## config.mk

```make
export PLATFORM = sky130hd
export DESIGN_NAME = register_file_sb
export DESIGN_NICKNAME = d
export VERILOG_FILES = /design/src/rtl/register_file_sb_pkg.sv /design/src/rtl/register_file_sb_reg_cell.sv /design/src/rtl/register_file_sb.sv
export SDC_FILE = /design/constraint.sdc
export NUM_CORES = 2
export LEC_CHECK = 0
export CAP_MARGIN = 20
export CORE_ASPECT_RATIO = 1.1
export CORE_MARGIN = 2
export CORE_UTILIZATION = 50
export CTS_CLUSTER_DIAMETER = 50
export CTS_CLUSTER_SIZE = 40
export DETAILED_ROUTE_END_ITERATION = 10
export PLACE_DENSITY = 0.64
export SLEW_MARGIN = 15
export SYNTH_ARGS = -nofsm -noshare
export SYNTH_HDL_FRONTEND = slang
export SYNTH_SLANG_ARGS = --single-unit
```

## constraint.sdc

```tcl
create_clock -name Clk -period 4.34 [get_ports Clk]
set_input_delay 0.651 -clock Clk [delete_from_list [all_inputs] [get_ports Clk]]
set_output_delay 0.651 -clock Clk [all_outputs]
set_load 0.02 [all_outputs]
```

## src/rtl/register_file_sb_pkg.sv

```systemverilog
// rtl/register_file_sb_pkg.sv - shared defaults and helpers for the register file
package register_file_sb_pkg;

    localparam int DEF_DATA_W   = 32;
    localparam int DEF_ADDR_W   = 5;
    localparam int DEF_RD_PORTS = 2;

    // Index of the hard-wired zero register
    localparam int REG_ZERO_IDX = 0;

    // Number of 8-bit byte lanes in a register of the given width
    function automatic int byte_lanes(input int data_w);
        return data_w / 8;
    endfunction

endpackage

```

## src/rtl/register_file_sb_reg_cell.sv

```systemverilog
// rtl/register_file_sb_reg_cell.sv - one register with synchronous reset and byte-lane enables
module register_file_sb_reg_cell
    import register_file_sb_pkg::*;
#(
    parameter int DATA_W = DEF_DATA_W
) (
    input  logic                          clk,
    input  logic                          rst,
    input  logic                          we,
    input  logic [byte_lanes(DATA_W)-1:0] byte_en,
    input  logic [DATA_W-1:0]             din,
    output logic [DATA_W-1:0]             dout
);

    localparam int LANES = byte_lanes(DATA_W);

    logic [DATA_W-1:0] data_q;
    logic [DATA_W-1:0] data_d;

    // Replace only the enabled byte lanes; disabled lanes keep their value
    always_comb begin
        data_d = data_q;
        if (we) begin
            for (int k = 0; k < LANES; k++) begin
                if (byte_en[k]) begin
                    data_d[k*8 +: 8] = din[k*8 +: 8];
                end
            end
        end
    end

    // Register state, cleared by synchronous reset
    always_ff @(posedge clk) begin
        if (rst) begin
            data_q <= '0;
        end else begin
            data_q <= data_d;
        end
    end

    assign dout = data_q;

endmodule

```

## src/rtl/register_file_sb.sv

```systemverilog
// rtl/register_file_sb.sv - parametrised register file with byte writes, bypass and busy scoreboard
module register_file_sb
    import register_file_sb_pkg::*;
#(
    parameter int DATA_W   = DEF_DATA_W,
    parameter int ADDR_W   = DEF_ADDR_W,
    parameter int RD_PORTS = DEF_RD_PORTS,
    parameter int BYPASS   = 1,
    parameter int ZERO_REG = 1
) (
    input  logic                          Clk,
    input  logic                          Rst,
    input  logic [RD_PORTS*ADDR_W-1:0]    Adr,
    output logic [RD_PORTS*DATA_W-1:0]    Dout,
    output logic [RD_PORTS-1:0]           Busy,
    input  logic [ADDR_W-1:0]             Awr,
    input  logic [DATA_W-1:0]             Din,
    input  logic                          WrEn,
    input  logic [byte_lanes(DATA_W)-1:0] ByteEn,
    input  logic [ADDR_W-1:0]             Ares,
    input  logic                          ResEn,
    output logic                          AnyBusy
);

    localparam int DEPTH = 1 << ADDR_W;
    localparam int LANES = byte_lanes(DATA_W);

    logic [DATA_W-1:0] reg_val [DEPTH];
    logic [DEPTH-1:0]  busy_q;
    logic [DEPTH-1:0]  busy_d;
    logic [DATA_W-1:0] wr_merged;

    // Storage: one cell per register, register 0 tied off when it is the zero register
    for (genvar i = 0; i < DEPTH; i++) begin : g_reg
        if (ZERO_REG != 0 && i == REG_ZERO_IDX) begin : g_zero
            assign reg_val[i] = '0;
        end else begin : g_cell
            logic cell_we;
            assign cell_we = WrEn && (Awr == ADDR_W'(i));
            register_file_sb_reg_cell #(
                .DATA_W (DATA_W)
            ) u_cell (
                .clk     (Clk),
                .rst     (Rst),
                .we      (cell_we),
                .byte_en (ByteEn),
                .din     (Din),
                .dout    (reg_val[i])
            );
        end
    end

    // Value the write target will hold after this edge, used for forwarding
    always_comb begin
        wr_merged = reg_val[Awr];
        for (int k = 0; k < LANES; k++) begin
            if (ByteEn[k]) begin
                wr_merged[k*8 +: 8] = Din[k*8 +: 8];
            end
        end
    end

    // Scoreboard update: release first so a same-address reserve wins
    always_comb begin
        busy_d = busy_q;
        if (WrEn) begin
            busy_d[Awr] = 1'b0;
        end
        if (ResEn) begin
            busy_d[Ares] = 1'b1;
        end
        if (ZERO_REG != 0) begin
            busy_d[REG_ZERO_IDX] = 1'b0;
        end
    end

    // Scoreboard state; reset discards all pending reservations
    always_ff @(posedge Clk) begin
        if (Rst) begin
            busy_q <= '0;
        end else begin
            busy_q <= busy_d;
        end
    end

    // Read ports: stored value, overridden by forwarding, overridden by the zero register
    for (genvar p = 0; p < RD_PORTS; p++) begin : g_rd
        logic [ADDR_W-1:0] rd_adr;
        logic [DATA_W-1:0] rd_data;
        logic              rd_busy;

        assign rd_adr = Adr[p*ADDR_W +: ADDR_W];

        // Combinational read with optional same-cycle write forwarding
        always_comb begin
            rd_data = reg_val[rd_adr];
            rd_busy = busy_q[rd_adr];
            if (BYPASS != 0 && WrEn && rd_adr == Awr) begin
                rd_data = wr_merged;
                rd_busy = ResEn && (Ares == Awr);
            end
            if (ZERO_REG != 0 && rd_adr == ADDR_W'(REG_ZERO_IDX)) begin
                rd_data = '0;
                rd_busy = 1'b0;
            end
        end

        assign Dout[p*DATA_W +: DATA_W] = rd_data;
        assign Busy[p]                  = rd_busy;
    end

    assign AnyBusy = |busy_q;

endmodule

```

[Word-level counts from Yosys, hierarchy flattened]
Index checks and enable logic that the tools add are counted.
Cells by class
  add/sub/neg operators: 0
  multiply operators: 0
  div/mod/pow operators: 0
  magnitude comparators: 9
  eq/ne operators: 34
  shift operators: 0
  multiplexer cells: 31
  bitwise logic cells: 6
  reductions and logical operators: 163
Operators by type and width (number)
  32-bit binary-select mux with 5-bit select: 3
  32-bit 2-to-1 mux: 12
  2-bit AND reduction: 124
  5-bit == test, second input constant: 16
  5-bit by 4-bit == test with 1-bit output, second input constant: 8
  1-bit logical AND: 36
  32-bit bitwise AND: 1
  8-bit 2-to-1 mux: 4
  32-bit NOT: 1
  32-bit OR: 1
  32-bit OR reduction: 1
  5-bit by 6-bit less-than comparator with 1-bit output, second input constant: 4
  5-bit by 3-bit == test with 1-bit output, second input constant: 4
  6-bit greater-or-equal comparator, second input constant: 3
  5-bit NOT with 6-bit output: 3
  5-bit == test: 3
  1-bit binary-select mux with 5-bit select: 2
  1-bit demux with 5-bit select: 2
  5-bit by 2-bit == test with 1-bit output, second input constant: 2
  5-bit by 1-bit greater-or-equal comparator with 1-bit output, second input constant: 2
  5-bit logical NOT: 2
  1-bit 2-to-1 mux: 8
  5-bit by 1-bit == test with 1-bit output, second input constant: 1
Word-level totals
  bits in registers: 1024
  latch bits: 0
  RAM bits: 0
  ROM bits: 0
  input port bits: 60
  output and inout port bits: 67
  word-level logic and storage cells: 369
  memories kept: 0

[Logic depth before layout (Yosys ltp)]
  depth after elaboration: 9
  depth in mapped cells: 10
  depth with buffers taken out: 5

[Cells and area by module]
Synthesis repeated with hierarchy kept, for this count alone.
Unflattened totals
  cells, all modules: 7038
  area, all modules: 71792.6 µm²
Modules (own cells, without submodules)
  register_file_sb_reg_cell: instances 31, cells an instance 146, area an instance 1463.9 µm², sequential area each 640.6 µm²
  register_file_sb: instances 1, cells an instance 2512, area an instance 26411.6 µm², sequential area each 620.6 µm²

[Worst setup path before layout]
OpenSTA, ideal clock, no wires.
  path kind: input-to-output
  start: in Adr[1]
  end: out Dout[2]
  data arrival time: 2605 ps
  required time: 3689 ps
  path slack: 1084 ps
  stages on the path: 7
  cell sequence: buf_2 clkbuf_1 buf_1 mux4_2 mux4_2 a32oi_1 o21ai_1
Between the ends
  cells in the longest elaborated chain, start to end: 6
RTL lines
  from (decl): RTL line register_file_sb.sv:13  | input logic [RD_PORTS*ADDR_W-1:0] Adr,
  5-bit NOT with 6-bit output (not written as such): RTL line register_file_sb.sv:96  | rd_data = reg_val[rd_adr];
  32-bit binary-select mux with 5-bit select: RTL line register_file_sb.sv:96
  32-bit 2-to-1 mux (not written as such) (2 in a row): RTL line register_file_sb.sv:96
  32-bit 2-to-1 mux: RTL line register_file_sb.sv:98  | if (BYPASS != 0 && WrEn && rd_adr == Awr) begin
  32-bit 2-to-1 mux (*): RTL line register_file_sb.sv:102  | if (ZERO_REG != 0 && rd_adr == ADDR_W'(REG_ZERO_IDX)) begin
  to (decl): RTL line register_file_sb.sv:14  | output logic [RD_PORTS*DATA_W-1:0] Dout,
Every way passes the cells marked *; elsewhere a longest branch is shown, timed or not. The select of a mux whose other input is x is not followed.

[Final worst setup path]
  start: in Adr[6]
  end: out Dout[48]
The elaborated chain is that of the path after synthesis.

==> impl_metrics.tcl <==
set metrics [dict create \
    synth_seq_area_share 0.325 \
    crit_path_start_kind "primary input" \
    num-nets-final 6432 \
    drv_slew 0 \
    failed_checks "negative setup slack" \
    synth_nets 6493 \
    grt_max_degree 170 \
    numCtsBuffers 118 \
    design.portCount 127 \
    slowest_delay_ns 0.97 \
    crit_slowest_cell "nor2b_4" \
    synth_most_common_cell "dfxtp_1" \
    p_leak_nw 27.2 \
    gp_congestion 0.999 \
    cts_tree "done" \
    ys_types 71 \
    irDropWorstVdd_mv 0.344 \
    syn_inst 6433 \
    max_freq_mhz 225 \
    synthArstFlopShare 0 \
    min_path_type "in2reg" \
    wire_per_inst_um 33.1 \
    synth_edf_count 0 \
    vias 58400 \
    synth.top_cells.by_area "dfxtp_1 32%, mux4_2 23%, mux2i_1 10%, a21oi_1 5.2%, nand2_1 5.0%" \
    path_class "in2out" \
    place.port_buffers 126 \
    period_needed_ns 4.45 \
    cp-end-kind "primary output" \
    yosysTopAreaCellShare 0.325 \
    clkSinkCount 1023 \
    dominantRegCellSynth "dfxtp_1" \
    reg2reg_slack_ns 3.54 \
    postRouteAntennaNets 0 \
    relSlewSlack 0.140 \
    insertion_delay_ns 0.76 \
    fin_hold_ws_ns 0.202 \
    nFillCells 11000 \
    clk_pin_slew_ns 0.07 \
    setup_viol 2 \
    syn_to_final_growth_pct 13.2 \
    drv_cap 0 \
    multi_input_area_um2 39600 \
    rsz0062_at_grt "no" \
    dr.first_iter.drc_count 8705 \
    wl_mm 269 \
    crit_path_max_fanout 16 \
    cts_root_buf "clkbuf_16" \
    grt_use_total 0.409 \
    ys_ff_latch 1023 \
    drc 0 \
    syn_area_um2 63000 \
    yosysWarningCount 0 \
    via_per_inst 7.18 \
    tightest_slew_ns 1.29 \
    hpwl_mm 178 \
    first_pass_iters 10 \
    die_area_um2 129000 \
    rows 136 \
    drive_gt1_frac 0.233 \
    yosysTopAreaCell "dfxtp_1" \
    grt_pass1_vias 55500 \
    status "finished with violations" \
    h-tree-depth 3 \
    die_y_um 376 \
    crit_path_cell_trace "buf_8 -> nor2b_4 -> buf_4 -> a221oi_1 -> o31ai_1 -> a2bb2oi_1 -> o32ai_1 -> clkdlybuf4s50_1" \
    worstPathArrival_ns 3.80 \
    syn_avg_cell_area_um2 9.80 \
    synth_common_cells "1023 x dfxtp_1, 834 x nand2_1, 651 x a21oi_1" \
    finalInstanceArea_um2 71400 \
    post_cts_buffers 0 \
    regArea_um2 20500 \
    post_dp_cell_area_um2 67100 \
    finClkSkew_ns 0 \
    timing.final.crit_share 1.03 \
    tns_ns -0.141 \
    core-area_um2 125000 \
    powerDensity_nw_per_um2 325 \
    grt_pass1_wl_mm 388 \
    critical_path_required_ns 3.69 \
    cts_max_path_buffers 3 \
    total_power_mw 23.2 \
    setup_ws_ns -0.112 \
    initial_core_util 0.504 \
    overflow 0 \
    finalHoldViolations 0 \
    antenna_found_initial 13 \
    die_x_um 342 \
]
[sequential cells by signal (all words and copies together), names as in the netlist]
name and flops:
g.g_cell.u_cell.dout 992, busy_q 31
[layout make-up]
cell class / count / share of cell area
Clock inverter: 91 / 0.0159
Clock buffer: 129 / 0.0434
Timing Repair Buffer: 491 / 0.0696
Tap cell: 1656 / 0.0290
Inverter: 10 / 0.000544
Antenna cell: 7 / 0.000245
Multi-Input combinational cell: 4728 / 0.554
Sequential cell: 1023 / 0.287
[power by group]
part / switching, mW / internal, mW
combinational: 1.92 / 0.919
sequential: 0.0427 / 9.43
clock: 4.80 / 6.10
total: 6.76 / 16.4
[layer usage]
metal	wire (um)	vias to the layer above	part of all wire	GRT usage
li1	-	24000	-	-
met1	94200	28600	0.35	0.516
met2	115000	4506	0.43	0.596
met3	37300	1215	0.14	0.128
met4	22500	10	0.084	0.287
met5	65	-	0.00024	0.00189
[path summary, 6_finish.rpt]
check	from	end	depth (start not counted)
setup reg to reg	busy_q[10]	busy_q[10]	3
hold reg to reg	g_reg[22].g_cell.u_cell.dout[5]	g_reg[22].g_cell.u_cell.dout[5]	2
setup / recovery	Adr[6]	Dout[48]	8
hold / removal	ByteEn[3]	g_reg[30].g_cell.u_cell.dout[30]	3
[stage by stage]
step / setup slack (ns) / util / instances
detailed placement: 0.0681 / 0.536 / 7907
global route: 0.00864 / 0.570 / 8129
floorplan: 1.08 / - / 6433
CTS: 0.0549 / 0.570 / 8127
global placement: 0.0639 / 0.536 / 7907
finish: -0.112 / 0.571 / 8135
[worst max-delay path: cells and delay by family]
family          cells  cell delay, ns
simple gates        1            0.97
buf+inv             3            1.06
compound gates      4            1.09
[logic make-up (layout without fill, tap and decap cells)]
group | count (synthesis) | count (layout) | synth area share
xor+xnor | 15 | 15 | 0.00208
compound gates | 1099 | 1099 | 0.109
flops | 1023 | 1023 | 0.325
other cells | 0 | 7 | 0
buf+inv | 682 | 721 | 0.0507
mux | 1446 | 1446 | 0.362
simple gates | 2168 | 2168 | 0.151
[repair_timing]
action | 4_1_cts | 5_1_grt
setup endpoints to repair | 0 | 5
gates resized for setup | 0 | 5
hold buffers | 0 | 0
[cells in the final DEF (no fill, tap or decap), drive strengths merged, types with 9 or more instances in the layout]
master / count
dfxtp: 1023
nand2: 845
a21oi: 651
mux4: 645
mux2i: 630
nand3: 622
nor2: 523
buf: 404
mux2: 171
clkbuf: 129
a221oi: 91
clkdlybuf4s50: 87
nor3: 47
o21ai: 46
inv: 46
a22o: 43
o22ai: 40
nor2b: 38
o32ai: 36
o31ai: 32
clkinv: 32
nand2b: 27
a32oi: 25
a22oi: 23
a211o: 23
o221ai: 22
a2bb2oi: 18
bufinv: 13
a222oi: 12
o2111ai: 12
or2: 11
nor4: 11
clkinvlp: 10
a221o: 9
No activity file was read; power rests on OpenSTA's default activity.
